==> src/rtl/alu_rr_scheduler.sv <==
// alu_rr_scheduler
//   Shares one external ALU (ADD=00, MUL=01, OR=10, AND=11) between NREQ requesters.
//   Round-robin pick among the requests seen in IDLE. The winner's operands go out on
//   registered alu_* ports. The ALU result and flags are captured one cycle later and
//   returned over a per-requester valid/ready response channel. One op in flight.
// Ports
//   clk, rst                      clock, synchronous active-high reset
//   req/req_opcode/req_a/req_b    per-requester request and packed operands
//   gnt                           one-hot, single-cycle accept pulse
//   alu_opcode/operand1/operand2  registered drive to the ALU
//   alu_result/cflag/zflag        combinational ALU response
//   rsp_valid/rsp_ready           one-hot response handshake
//   rsp_result/cflag/zflag/id     captured response payload
//   busy                          op in ISSUE or RESP
//   op_count                      completed-op counter, wraps
module alu_rr_scheduler #(
  parameter int unsigned NREQ    = 2,
  parameter int unsigned IDW     = 1,
  parameter int unsigned OPW     = 4,
  parameter int unsigned RESW    = 8,
  parameter int unsigned COUNT_W = 16
) (
  input  logic                clk,
  input  logic                rst,
  input  logic [NREQ-1:0]     req,
  input  logic [2*NREQ-1:0]   req_opcode,
  input  logic [OPW*NREQ-1:0] req_a,
  input  logic [OPW*NREQ-1:0] req_b,
  output logic [NREQ-1:0]     gnt,
  output logic [1:0]          alu_opcode,
  output logic [OPW-1:0]      alu_operand1,
  output logic [OPW-1:0]      alu_operand2,
  input  logic [RESW-1:0]     alu_result,
  input  logic                alu_cflag,
  input  logic                alu_zflag,
  output logic [NREQ-1:0]     rsp_valid,
  input  logic [NREQ-1:0]     rsp_ready,
  output logic [RESW-1:0]     rsp_result,
  output logic                rsp_cflag,
  output logic                rsp_zflag,
  output logic [IDW-1:0]      rsp_id,
  output logic                busy,
  output logic [COUNT_W-1:0]  op_count
);

  typedef enum logic [1:0] {StIdle, StIssue, StResp} state_e;

  state_e              state_q, state_d;
  logic [NREQ-1:0]     gnt_q, gnt_d;
  logic [1:0]          alu_opcode_q, alu_opcode_d;
  logic [OPW-1:0]      alu_op1_q, alu_op1_d;
  logic [OPW-1:0]      alu_op2_q, alu_op2_d;
  logic [NREQ-1:0]     rsp_valid_q, rsp_valid_d;
  logic [RESW-1:0]     rsp_result_q, rsp_result_d;
  logic                rsp_cflag_q, rsp_cflag_d;
  logic                rsp_zflag_q, rsp_zflag_d;
  logic [IDW-1:0]      rsp_id_q, rsp_id_d;
  logic                busy_q, busy_d;
  logic [COUNT_W-1:0]  op_count_q, op_count_d;
  logic [IDW-1:0]      last_q, last_d;

  // Round-robin pick: scan indices last+1, last+2, ... wrapping; first asserted wins.
  logic                win_found;
  logic [IDW-1:0]      win_idx;
  logic [IDW-1:0]      cand;
  int unsigned         win_w;

  always_comb begin
    win_found = 1'b0;
    win_idx   = '0;
    cand      = '0;
    for (int unsigned k = 1; k <= NREQ; k++) begin
      cand = IDW'((32'(last_q) + k) % NREQ);
      if (!win_found && req[cand]) begin
        win_found = 1'b1;
        win_idx   = cand;
      end
    end
    win_w = 32'(win_idx);
  end

  always_comb begin
    state_d      = state_q;
    gnt_d        = '0;
    alu_opcode_d = alu_opcode_q;
    alu_op1_d    = alu_op1_q;
    alu_op2_d    = alu_op2_q;
    rsp_valid_d  = rsp_valid_q;
    rsp_result_d = rsp_result_q;
    rsp_cflag_d  = rsp_cflag_q;
    rsp_zflag_d  = rsp_zflag_q;
    rsp_id_d     = rsp_id_q;
    op_count_d   = op_count_q;
    last_d       = last_q;

    case (state_q)
      StIdle: begin
        if (win_found) begin
          alu_opcode_d   = req_opcode[2*win_w +: 2];
          alu_op1_d      = req_a[OPW*win_w +: OPW];
          alu_op2_d      = req_b[OPW*win_w +: OPW];
          gnt_d[win_idx] = 1'b1;
          rsp_id_d       = win_idx;
          last_d         = win_idx;
          state_d        = StIssue;
        end
      end
      StIssue: begin
        // alu_* have been stable for this whole cycle, so the ALU output is settled.
        rsp_result_d          = alu_result;
        rsp_cflag_d           = alu_cflag;
        rsp_zflag_d           = alu_zflag;
        rsp_valid_d           = '0;
        rsp_valid_d[rsp_id_q] = 1'b1;
        state_d               = StResp;
      end
      StResp: begin
        if (rsp_ready[rsp_id_q]) begin
          rsp_valid_d = '0;
          op_count_d  = op_count_q + COUNT_W'(1);
          state_d     = StIdle;
        end
      end
      default: state_d = StIdle;
    endcase

    busy_d = (state_d != StIdle);
  end

  always_ff @(posedge clk) begin
    if (rst) begin
      state_q      <= StIdle;
      gnt_q        <= '0;
      alu_opcode_q <= '0;
      alu_op1_q    <= '0;
      alu_op2_q    <= '0;
      rsp_valid_q  <= '0;
      rsp_result_q <= '0;
      rsp_cflag_q  <= 1'b0;
      rsp_zflag_q  <= 1'b0;
      rsp_id_q     <= '0;
      busy_q       <= 1'b0;
      op_count_q   <= '0;
      // Start at the top index so requester 0 has first priority.
      last_q       <= IDW'(NREQ - 1);
    end else begin
      state_q      <= state_d;
      gnt_q        <= gnt_d;
      alu_opcode_q <= alu_opcode_d;
      alu_op1_q    <= alu_op1_d;
      alu_op2_q    <= alu_op2_d;
      rsp_valid_q  <= rsp_valid_d;
      rsp_result_q <= rsp_result_d;
      rsp_cflag_q  <= rsp_cflag_d;
      rsp_zflag_q  <= rsp_zflag_d;
      rsp_id_q     <= rsp_id_d;
      busy_q       <= busy_d;
      op_count_q   <= op_count_d;
      last_q       <= last_d;
    end
  end

  assign gnt          = gnt_q;
  assign alu_opcode   = alu_opcode_q;
  assign alu_operand1 = alu_op1_q;
  assign alu_operand2 = alu_op2_q;
  assign rsp_valid    = rsp_valid_q;
  assign rsp_result   = rsp_result_q;
  assign rsp_cflag    = rsp_cflag_q;
  assign rsp_zflag    = rsp_zflag_q;
  assign rsp_id       = rsp_id_q;
  assign busy         = busy_q;
  assign op_count     = op_count_q;

endmodule

==> config.mk <==
export PLATFORM = sky130hd
export DESIGN_NAME = alu_rr_scheduler
export DESIGN_NICKNAME = d
export VERILOG_FILES = /design/src/rtl/alu_rr_scheduler.sv
export SDC_FILE = /design/constraint.sdc
export NUM_CORES = 1
export LEC_CHECK = 0
export CORE_MARGIN = 10
export CORE_UTILIZATION = 45
export DETAILED_ROUTE_END_ITERATION = 16
export GPL_TIMING_DRIVEN = 0
export PLACE_DENSITY = 0.95
export SLEW_MARGIN = 20
export SYNTH_ARGS = -nofsm -noshare
export SYNTH_HDL_FRONTEND = slang
export SYNTH_SLANG_ARGS = --single-unit
export TNS_END_PERCENT = 50
==> constraint.sdc <==
create_clock -name clk -period 4.3 [get_ports clk]
set_input_delay 0.43 -clock clk [delete_from_list [all_inputs] [get_ports clk]]
set_output_delay 0.43 -clock clk [all_outputs]
set_load 0.05 [all_outputs]
==> results of run 1 <==
[worst paths after layout]
| path | startpoint | end |
|---|---|---|
| worst max-delay path | rsp_id | rsp_id |
| worst min register to register | rsp_result[2] | rsp_result[2] |
| worst max register to register | op_count[0] | op_count[12] |
| worst min-delay path | rsp_result[2] | rsp_result[2] |
[area by class of cell]
type / count / area (µm²)
multi-input combinational: 147 / 896
sequential: 45 / 901
tap: 50 / 62.6
fill: 323 / 1240
timing repair buffer: 76 / 761
clock buffer: 7 / 86.3
buffer: 10 / 38.8
inverter: 3 / 11.3
[cell usage after synthesis, types with 2 or more instances]
cell type / instances / share of area [%]
inv_1: 3 / 0.61
nor2b_1: 2 / 0.68
and4_1: 2 / 0.95
dfxtp_1: 45 / 49
xnor2_1: 4 / 1.9
nor2_1: 25 / 5.1
nand3_1: 5 / 1.4
a21oi_1: 21 / 5.7
nand4_1: 5 / 1.7
nand3b_1: 2 / 0.81
or3_1: 4 / 1.4
mux2i_1: 11 / 6.0
clkbuf_1: 9 / 1.8
and3_1: 3 / 1.0
o21ai_0: 6 / 1.6
xor2_1: 4 / 1.9
nand2_1: 25 / 5.1
a211oi_1: 10 / 4.1
nor3_1: 3 / 0.81
[routing by layer]
layer | share of wire (%) | global-route usage, % | vias up
met1 | 40 | 15.2 | 827
li1 | - | - | 889
met2 | 47 | 24.0 | 71
met3 | 12 | 9.28 | 6
met4 | 1.0 | 4.57 | 0
met5 | 0 | 0 | -
[cell families after synthesis]
| logic type | after synthesis |
|---|---|
| DFF | 45 |
| muxes | 13 |
| AOI/OAI and AO/OA | 44 |
| adders and majority gates | 1 |
| buffers and inverters | 13 |
| and+or+nand+nor | 81 |
| xor gates and xnor gates | 8 |
[power by group through the flow]
stage / sequential, mW / clock (mW) / combinational [mW]
finish: 0.459 / 0.263 / 0.244
global route: 0.462 / 0.283 / 0.262
CTS: 0.458 / 0.265 / 0.246
detailed placement: 0.468 / 0 / 0.245
global placement: 0.466 / 0 / 0.240
floorplan: 0.546 / 0 / 0.0670
[registers in the layout (all words and copies together), names as in the netlist]
signal	count
rsp_id	1
alu_operand1	4
last_q	1
op_count	16
rsp_valid	2
alu_opcode	2
rsp_zflag	1
busy	1
rsp_cflag	1
alu_operand2	4
state_q	2
rsp_result	8
gnt	2
[through the flow]
stage               total power [mW]  cells
global placement               0.707    331
detailed placement             0.712    331
finish                         0.966    338
floorplan                      0.613    205
CTS                            0.969    338
global route                    1.01    338
==> results.yml, run 1 <==
critical_path:
  slowest_stage: "clkdlybuf4s50_1"
  worstSetupPathDepth: 1
  r2r_cells: 5
  critPathRequiredTime_ns: 3.87
  critPathArrivalTime_ns: 1.69
  criticalPathCategory: "reg2out"
  critPathLaunchType: "register"
  crit_chain: "clkdlybuf4s50_1"
  end_kind: "output port"
  crit_family: "buffers and inverters"
  crit_path_max_incr_delay_ns: 0.89
  regToRegSetupSlack_ns: 2.68
  crit_fanout: 6
  critPathBufInv: 1
pwr:
  power.share.sequential_pct: 47.5
  swShare_pct: 31.2
  pwr-share-clk_pct: 27.2
  p_switching_uw: 302
  cellLeakagePower_nw: 1.00
  comb_power_share_pct: 25.3
  p_int_uw: 664
  power_density_mw_per_mm2: 350
  ir_drop_mv: 0.210
floorplanning:
  fp-row-count: 23
  ios: 78
  start_util_pct: 46.2
  core_mm2: 0.00400
  die_x_um: 84.1
  die_h_um: 84.1
  dieArea_mm2: 0.00707
global_routing:
  grt_pass1_wl_um: 8770
  grt_pass1_vias: 1897
  antenna_found_initial: 0
  grt-ovfl-total: 0
  grt.total_usage_pct: 14.7
  grt_max_degree: 13
detailed_routing:
  vias: 1793
  routed_wl_um: 5200
  drc: 0
  postRouteAntennaNets: 0
  first_pass_iters: 5
  drt_first_iter_violations: 94
  wire_per_inst_um: 15.4
  viasPerCell: 5.30
timing:
  setup_slack_ns: 2.18
  clock.fmax_ghz: 0.471
  slew_viol_final: 0
  finalHoldViolations: 0
  skew_ns: 0.00699
  min_period_ns: 2.12
  setup_viol: 0
  timing.setup.tns_ns: 0
  tightest_slew_ns: 0.551
  hold_ws_ns: 0.460
  rsz0062_at_grt: "no"
  finalCritPeriodShare_pct: 49.4
  relSlewSlack_pct: 62.9
logic_synthesis:
  yosysSeqAreaShare_pct: 48.8
  syn_nets: 242
  synth_adder_area_share_pct: 0.678
  synth_edf_count: 0
  ys_async_sr_fraction_pct: 0
  avgSynthCellArea_um2: 9.01
  synth_cell_types: 35
  ys_warn_count: 0
  synth-compound-area-share_pct: 14.4
  synth_area_mm2: 0.00185
  ys.flop_type: "dfxtp_1"
  synthMuxAreaShare_pct: 7.52
  synth_seq_cells: 45
  synth_top_family_by_area: "simple AND/OR/NAND/NOR gates"
  syn_inst: 205
  yosys.area_share.xor_xnor_pct: 3.79
  synthSimpleGateAreaFrac_pct: 22.1
placed_design:
  place_area_mm2: 0.00267
  io_buffers: 76
  globalplace.congestion: 0.776
  dp_slack_ns: 2.23
  dp_hpwl_um: 4110
clocking:
  post_cts_buffers: 0
  postCtsHoldBufs: 0
  cts_resized: 0
  root_buffer: "clkbuf_8"
  clock_latency_ns: 0.30
  cts_buffers: 5
  cts_tree: "built"
  htreeDepth: 2
  cts.sinks: 45
  clockBufferDepth: 2
  path_clk_slew_ns: 0.08
layout:
  diodes: 0
  nNetsFinal: 325
  drive_above_1_share_pct: 4.17
  finalCoreUtilization_pct: 68.9
  mostFrequentLayoutCell: "clkdlybuf4s50_1"
  final_cell_area_mm2: 0.00276
  syn_to_final_growth_pct: 49.3
  layout_common_cells: "clkdlybuf4s50_1, dfxtp_1, nor2_1, nand2_1, a21oi_1"
hold_path:
  hold_depth: 2
  hold_class: "reg2reg"
status:
  status: "finished, final reports clean"
job:
  max_cap_viol_count: 0
No activity file was read; power rests on OpenSTA's default activity.
==> run 2, diff against run 1 <==
--- a/config.mk
+++ b/config.mk
@@ -6,10 +6,10 @@
 export NUM_CORES = 1
 export LEC_CHECK = 0
 export CORE_MARGIN = 10
-export CORE_UTILIZATION = 45
+export CORE_UTILIZATION = 38
 export DETAILED_ROUTE_END_ITERATION = 16
 export GPL_TIMING_DRIVEN = 0
-export PLACE_DENSITY = 0.95
+export PLACE_DENSITY = 0.87
 export SLEW_MARGIN = 20
 export SYNTH_ARGS = -nofsm -noshare
 export SYNTH_HDL_FRONTEND = slang
==> constraint.sdc (replaced) <==
create_clock -name clk -period 1.8 [get_ports clk]
set_input_delay 0.18 -clock clk [delete_from_list [all_inputs] [get_ports clk]]
set_output_delay 0.18 -clock clk [all_outputs]
set_load 0.05 [all_outputs]
==> run 2 against run 1 <==
Net effect:
- cell area increased by 1.6%
- count of clock-buffer cells in the layout fell by 1
- sequential share of layout area down 0.44 points
- first-iteration DRC count increased by 3.2%
- final cell count rose by 5.3%
- core utilization fell by 9.6 points
- via count fell by 2.8%
- clock skew rose by 0.0015 ns
- hold slack got worse by 0.22 ns
- non-clock buffer count is the same
- largest cell class unchanged
==> results.yml, run 2 (synthesized netlist as in run 1, its figures left out) <==
timing:
  setup_viol: 0
  finalCritPeriodShare_pct: 96.2
  skew_ns: 0.00847
  tightest_slew_ns: 0.530
  finalHoldViolations: 0
  relSlewSlack_pct: 64.0
  min_period_ns: 1.73
  rsz0062_at_grt: "no"
  clock.fmax_ghz: 0.577
  slew_viol_final: 0
global_routing:
  grt-ovfl-total: 0
  grt.total_usage_pct: 12.3
  grt_pass1_vias: 1749
  grt_max_degree: 15
  grt_pass1_wl_um: 8360
  antenna_found_initial: 0
placed_design:
  globalplace.congestion: 0.817
  place_inst: 348
  io_buffers: 76
  place_area_mm2: 0.00269
  dp_hpwl_um: 3970
detailed_routing:
  first_pass_iters: 4
  postRouteAntennaNets: 0
  routed_wl_um: 5050
  viasPerCell: 4.90
  drt_first_iter_violations: 97
  vias: 1743
  drc: 0
  wire_per_inst_um: 14.2
clocking:
  clock_latency_ns: 0.30
  root_buffer: "clkbuf_8"
  postCtsHoldBufs: 0
  cts_buffers: 5
  clockBufferDepth: 2
  path_clk_slew_ns: 0.08
  htreeDepth: 2
  cts.sinks: 45
  post_cts_buffers: 0
  cts_tree: "built"
critical_path:
  r2r_end: "op_count[12]"
  crit_chain: "clkdlybuf4s50_1"
  crit_fanout: 5
  worstSetupPathDepth: 1
  slowest_stage: "clkdlybuf4s50_1"
  end_kind: "output port"
  regToRegSetupSlack_ns: 0.19
  r2r_cells: 4
  criticalPathCategory: "reg2out"
  crit_path_max_incr_delay_ns: 0.84
  critPathArrivalTime_ns: 1.55
  critPathRequiredTime_ns: 1.62
  crit_family: "buffers and inverters"
  critPathBufInv: 1
  critPathLaunchType: "register"
  rr_startpoint: "rsp_id"
layout:
  n_fill_cell: 416
  drive_above_1_share_pct: 5.54
  syn_to_final_growth_pct: 51.7
  largest_reg_flops: 16
  instances_no_fill: 356
  layout.area.seq_um2: 903
  layout_common_cells: "clkdlybuf4s50_1, dfxtp_1, nor2_1, nand2_1, a21oi_1"
  mostFrequentLayoutCell: "clkdlybuf4s50_1"
  nNetsFinal: 325
  final_cell_area_mm2: 0.00280
  diodes: 0
  multi_input_area_um2: 896
floorplanning:
  fp-row-count: 25
  die_h_um: 89.7
  core_mm2: 0.00472
  dieArea_mm2: 0.00805
  start_util_pct: 39.1
  die_x_um: 89.7
  ios: 78
status:
  status: "finished, final reports clean"
hold_path:
  hold_path_end: "alu_operand2[0]"
  hold_start: "rst"
  hold_class: "in2reg"
  hold_depth: 2
job:
  max_cap_viol_count: 0
pwr:
  ir_drop_mv: 0.433
  power_density_mw_per_mm2: 828
  cellLeakagePower_nw: 1.11
[run 2: cell count changes in the layout (fill, tap and decap cells not counted), moves of 2 or more]
cell	change
clkdlybuf4s50_1	-6
dfxtp_1	-2
dfxtp_2	+2
dlymetal6s2s_1	+5
[run 2: worst register-to-register path: stages (launching register included)]
cell and delay, ns:
dfxtp_1 0.50, mux2i_2 0.55, nor4_4 0.15, a31o_1 0.25, a21oi_1 0.11
[run 2: layout make-up]
| type | count | area share [%] |
|---|---|---|
| Multi-Input combinational cell | 147 | 32.0 |
| Clock buffer | 6 | 2.95 |
| Inverter | 3 | 0.402 |
| Buffer | 10 | 1.38 |
| Clock inverter | 2 | 0.491 |
| Sequential cell | 45 | 32.2 |
| Timing Repair Buffer | 76 | 27.6 |
| Tap cell | 67 | 2.99 |
[run 2: power breakdown]
part           internal, mW  switching, mW  total (mW)
logic                 0.224          0.350       0.574
clock network         0.311          0.342       0.653
registers              1.06         0.0362        1.09
total                  1.59          0.728        2.32
[run 2: metrics by stage]
stage	utilization [%]	setup WS [ns]	hold WS [ns]	setup TNS, ns	power (mW)
finish	59.3	0.0683	0.235	0	2.32
global route	59.3	0.00444	0.260	0	2.43
CTS	59.0	0.00173	0.235	0	2.34
detailed placement	57.0	-0.0208	0.445	-0.0228	1.70
global placement	57.0	0.0133	0.442	0	1.69
floorplan	-	0.0185	0.316	0	1.46
[run 2: timing repair]
item | in CTS | in global routing
resized for setup | 1 | 5
hold endpoints to repair | 0 | 0
setup endpoints to repair | 1 | 5
[run 2: worst max-delay path by stage]
| stage | start | to | slack [ns] |
|---|---|---|---|
| after global placement | req[1] | alu_opcode[1] | 0.01 |
| after detailed placement | req[1] | alu_opcode[1] | -0.02 |
| final | op_count[4] | op_count[4] | 0.07 |
| after CTS | op_count[10] | op_count[10] | 0.002 |
| after floorplan | op_count[6] | op_count[13] | 0.02 |
| after global routing | op_count[4] | op_count[4] | 0.004 |
[run 2: routing by layer]
metal / up-vias / share of wire (%) / global-route usage (%)
li1: 883 / - / -
met1: 798 / 40 / 13.1
met2: 56 / 48 / 20.9
met3: 6 / 10 / 6.65
met4: 0 / 0.77 / 2.43
met5: - / 0 / 0
==> run 3, diff against run 2 <==
--- a/config.mk
+++ b/config.mk
@@ -9,6 +9,7 @@
 export CORE_UTILIZATION = 38
 export DETAILED_ROUTE_END_ITERATION = 16
 export GPL_TIMING_DRIVEN = 0
+export HOLD_SLACK_MARGIN = 0.05
 export PLACE_DENSITY = 0.87
 export SLEW_MARGIN = 20
 export SYNTH_ARGS = -nofsm -noshare
==> constraint.sdc (replaced) <==
create_clock -name clk -period 1.8 [get_ports clk]
set_input_delay 0.18 -clock clk [delete_from_list [all_inputs] [get_ports clk]]
set_output_delay 0.18 -clock clk [all_outputs]
set_load 0.02 [all_outputs]
==> run 3 against run 2 <==
Net effect:
- non-clock buffer count is the same
- global-route usage shrank 0.16 points
- largest cell class unchanged
- wire length down 1.1%
- clock power fell by 2%
- worst setup slack improved by 0.079 ns
- hold slack improved by 0.0094 ns
- sequential share of layout area increased by 0.070 points
- count of clock-buffer cells in the layout is the same
- critical endpoint is now rsp_id
- fmax rose by 4.8%
- sequential power is essentially flat
- critical path depth unchanged
- power down 5.7%
==> results.yml, run 3 (synthesized netlist as in run 1, its figures left out) <==
detailed_routing:
  vias: 1754
  drc: 0
  drt_first_iter_violations: 116
  routed_wl_um: 5000
  viasPerCell: 4.93
  first_pass_iters: 4
  postRouteAntennaNets: 0
  wire_per_inst_um: 14.0
timing:
  finalHoldViolations: 0
  relSlewSlack_pct: 66.3
  rsz0062_at_grt: "no"
  tightest_slew_ns: 0.506
  clock.fmax_ghz: 0.605
  finalCritPeriodShare_pct: 91.8
  min_period_ns: 1.65
  slew_viol_final: 0
  skew_ns: 0.00807
  setup_viol: 0
  timing.setup.tns_ns: 0
job:
  max_cap_viol_count: 0
critical_path:
  crit_chain: "clkdlybuf4s50_1"
  r2r_end: "op_count[13]"
  slowest_stage: "clkdlybuf4s50_1"
  regToRegSetupSlack_ns: 0.25
  critPathLaunchType: "register"
  crit_family: "buffers and inverters"
  r2r_cells: 4
  critPathBufInv: 1
  critPathArrivalTime_ns: 1.47
  crit_path_max_incr_delay_ns: 0.70
  crit_fanout: 6
  criticalPathCategory: "reg2out"
  critPathRequiredTime_ns: 1.62
  end_kind: "output port"
  cp-startpoint: "rsp_id"
  rr_startpoint: "op_count[2]"
floorplanning:
  start_util_pct: 39.1
  core_mm2: 0.00472
  fp-row-count: 25
  die_x_um: 89.7
  dieArea_mm2: 0.00805
  ios: 78
  die_h_um: 89.7
pwr:
  p_int_mw: 1.59
  pwr-share-clk_pct: 29.3
  cellLeakagePower_nw: 1.01
  p_switching_uw: 595
  comb_power_share_pct: 20.7
  ir_drop_mv: 0.446
  swShare_pct: 27.2
  power.share.sequential_pct: 50.0
  finalPower_mw: 2.19
  power_density_mw_per_mm2: 785
global_routing:
  grt-ovfl-total: 0
  antenna_found_initial: 0
  grt.total_usage_pct: 12.1
  grt_pass1_vias: 1722
  grt_pass1_wl_um: 8360
  grt_max_degree: 15
hold_path:
  hold_depth: 2
  hold_start: "rst"
  hold_class: "in2reg"
  hold_path_end: "alu_operand2[0]"
clocking:
  path_clk_slew_ns: 0.08
  post_cts_buffers: 0
  postCtsHoldBufs: 0
  cts.sinks: 45
  root_buffer: "clkbuf_8"
  clock_latency_ns: 0.29
  cts_buffers: 5
  htreeDepth: 2
  clockBufferDepth: 2
  cts_tree: "built"
placed_design:
  dp_hpwl_um: 3950
  io_buffers: 76
  place_inst: 348
  globalplace.congestion: 0.797
layout:
  n_fill_cell: 407
  diodes: 0
  largest_reg_flops: 16
  mostFrequentLayoutCell: "clkdlybuf4s50_1"
  layout_common_cells: "clkdlybuf4s50_1, dfxtp_1, nor2_1, nand2_1, a21oi_1"
  instances_no_fill: 356
  finalCoreUtilization_pct: 59.0
  syn_to_final_growth_pct: 50.9
  nNetsFinal: 325
  drive_above_1_share_pct: 4.84
status:
  status: "finished, final reports clean"
-- run 3: area by class of cell --
type / instances / area (µm²) / area share [%]
Multi-Input combinational cell: 147 / 896 / 32.1
Sequential cell: 45 / 901 / 32.3
Timing Repair Buffer: 76 / 761 / 27.3
Tap cell: 67 / 83.8 / 3.01
Inverter: 3 / 11.3 / 0.404
Clock buffer: 6 / 82.6 / 2.96
Clock inverter: 2 / 13.8 / 0.494
Buffer: 10 / 38.8 / 1.39
-- run 3: worst max path at each step --
stage	endpoint	slack, ns	depth (start not counted)
global placement	alu_opcode[1]	-0.004	5
CTS	rsp_id	0.15	1
global route	rsp_id	0.08	1
finish	rsp_id	0.15	1
floorplan	op_count[12]	0.22	5
detailed placement	alu_operand2[2]	-0.03	5
-- run 3: power groups by stage --
stage | clock (mW) | combinational (mW) | sequential, mW
global route | 0.699 | 0.496 | 1.10
global placement | 0 | 0.453 | 1.11
CTS | 0.658 | 0.462 | 1.09
floorplan | 0 | 0.160 | 1.18
detailed placement | 0 | 0.460 | 1.12
finish | 0.641 | 0.454 | 1.09
-- run 3: timing repair --
action                                  CTS  global route
endpoints found under the setup margin    0             1
resized for setup                         0             0
hold endpoints to repair                  0             0
-- run 3: per-stage QoR --
step	setup slack, ns	hold slack, ns	cell area, µm²
after floorplan	0.222	0.316	1850
after global placement	-0.00373	0.442	2690
after detailed placement	-0.0300	0.447	2690
after CTS	0.152	0.237	2790
after global routing	0.0808	0.252	2790
final	0.147	0.245	2790
-- run 3: routing by layer --
metal  up-vias  wire [µm]  GRT usage (%)
met5         -          0              0
met4         0         43           2.83
met3         5        541           6.90
met2        56       2400           20.5
met1       806       2020           12.8
li1        887          -              -
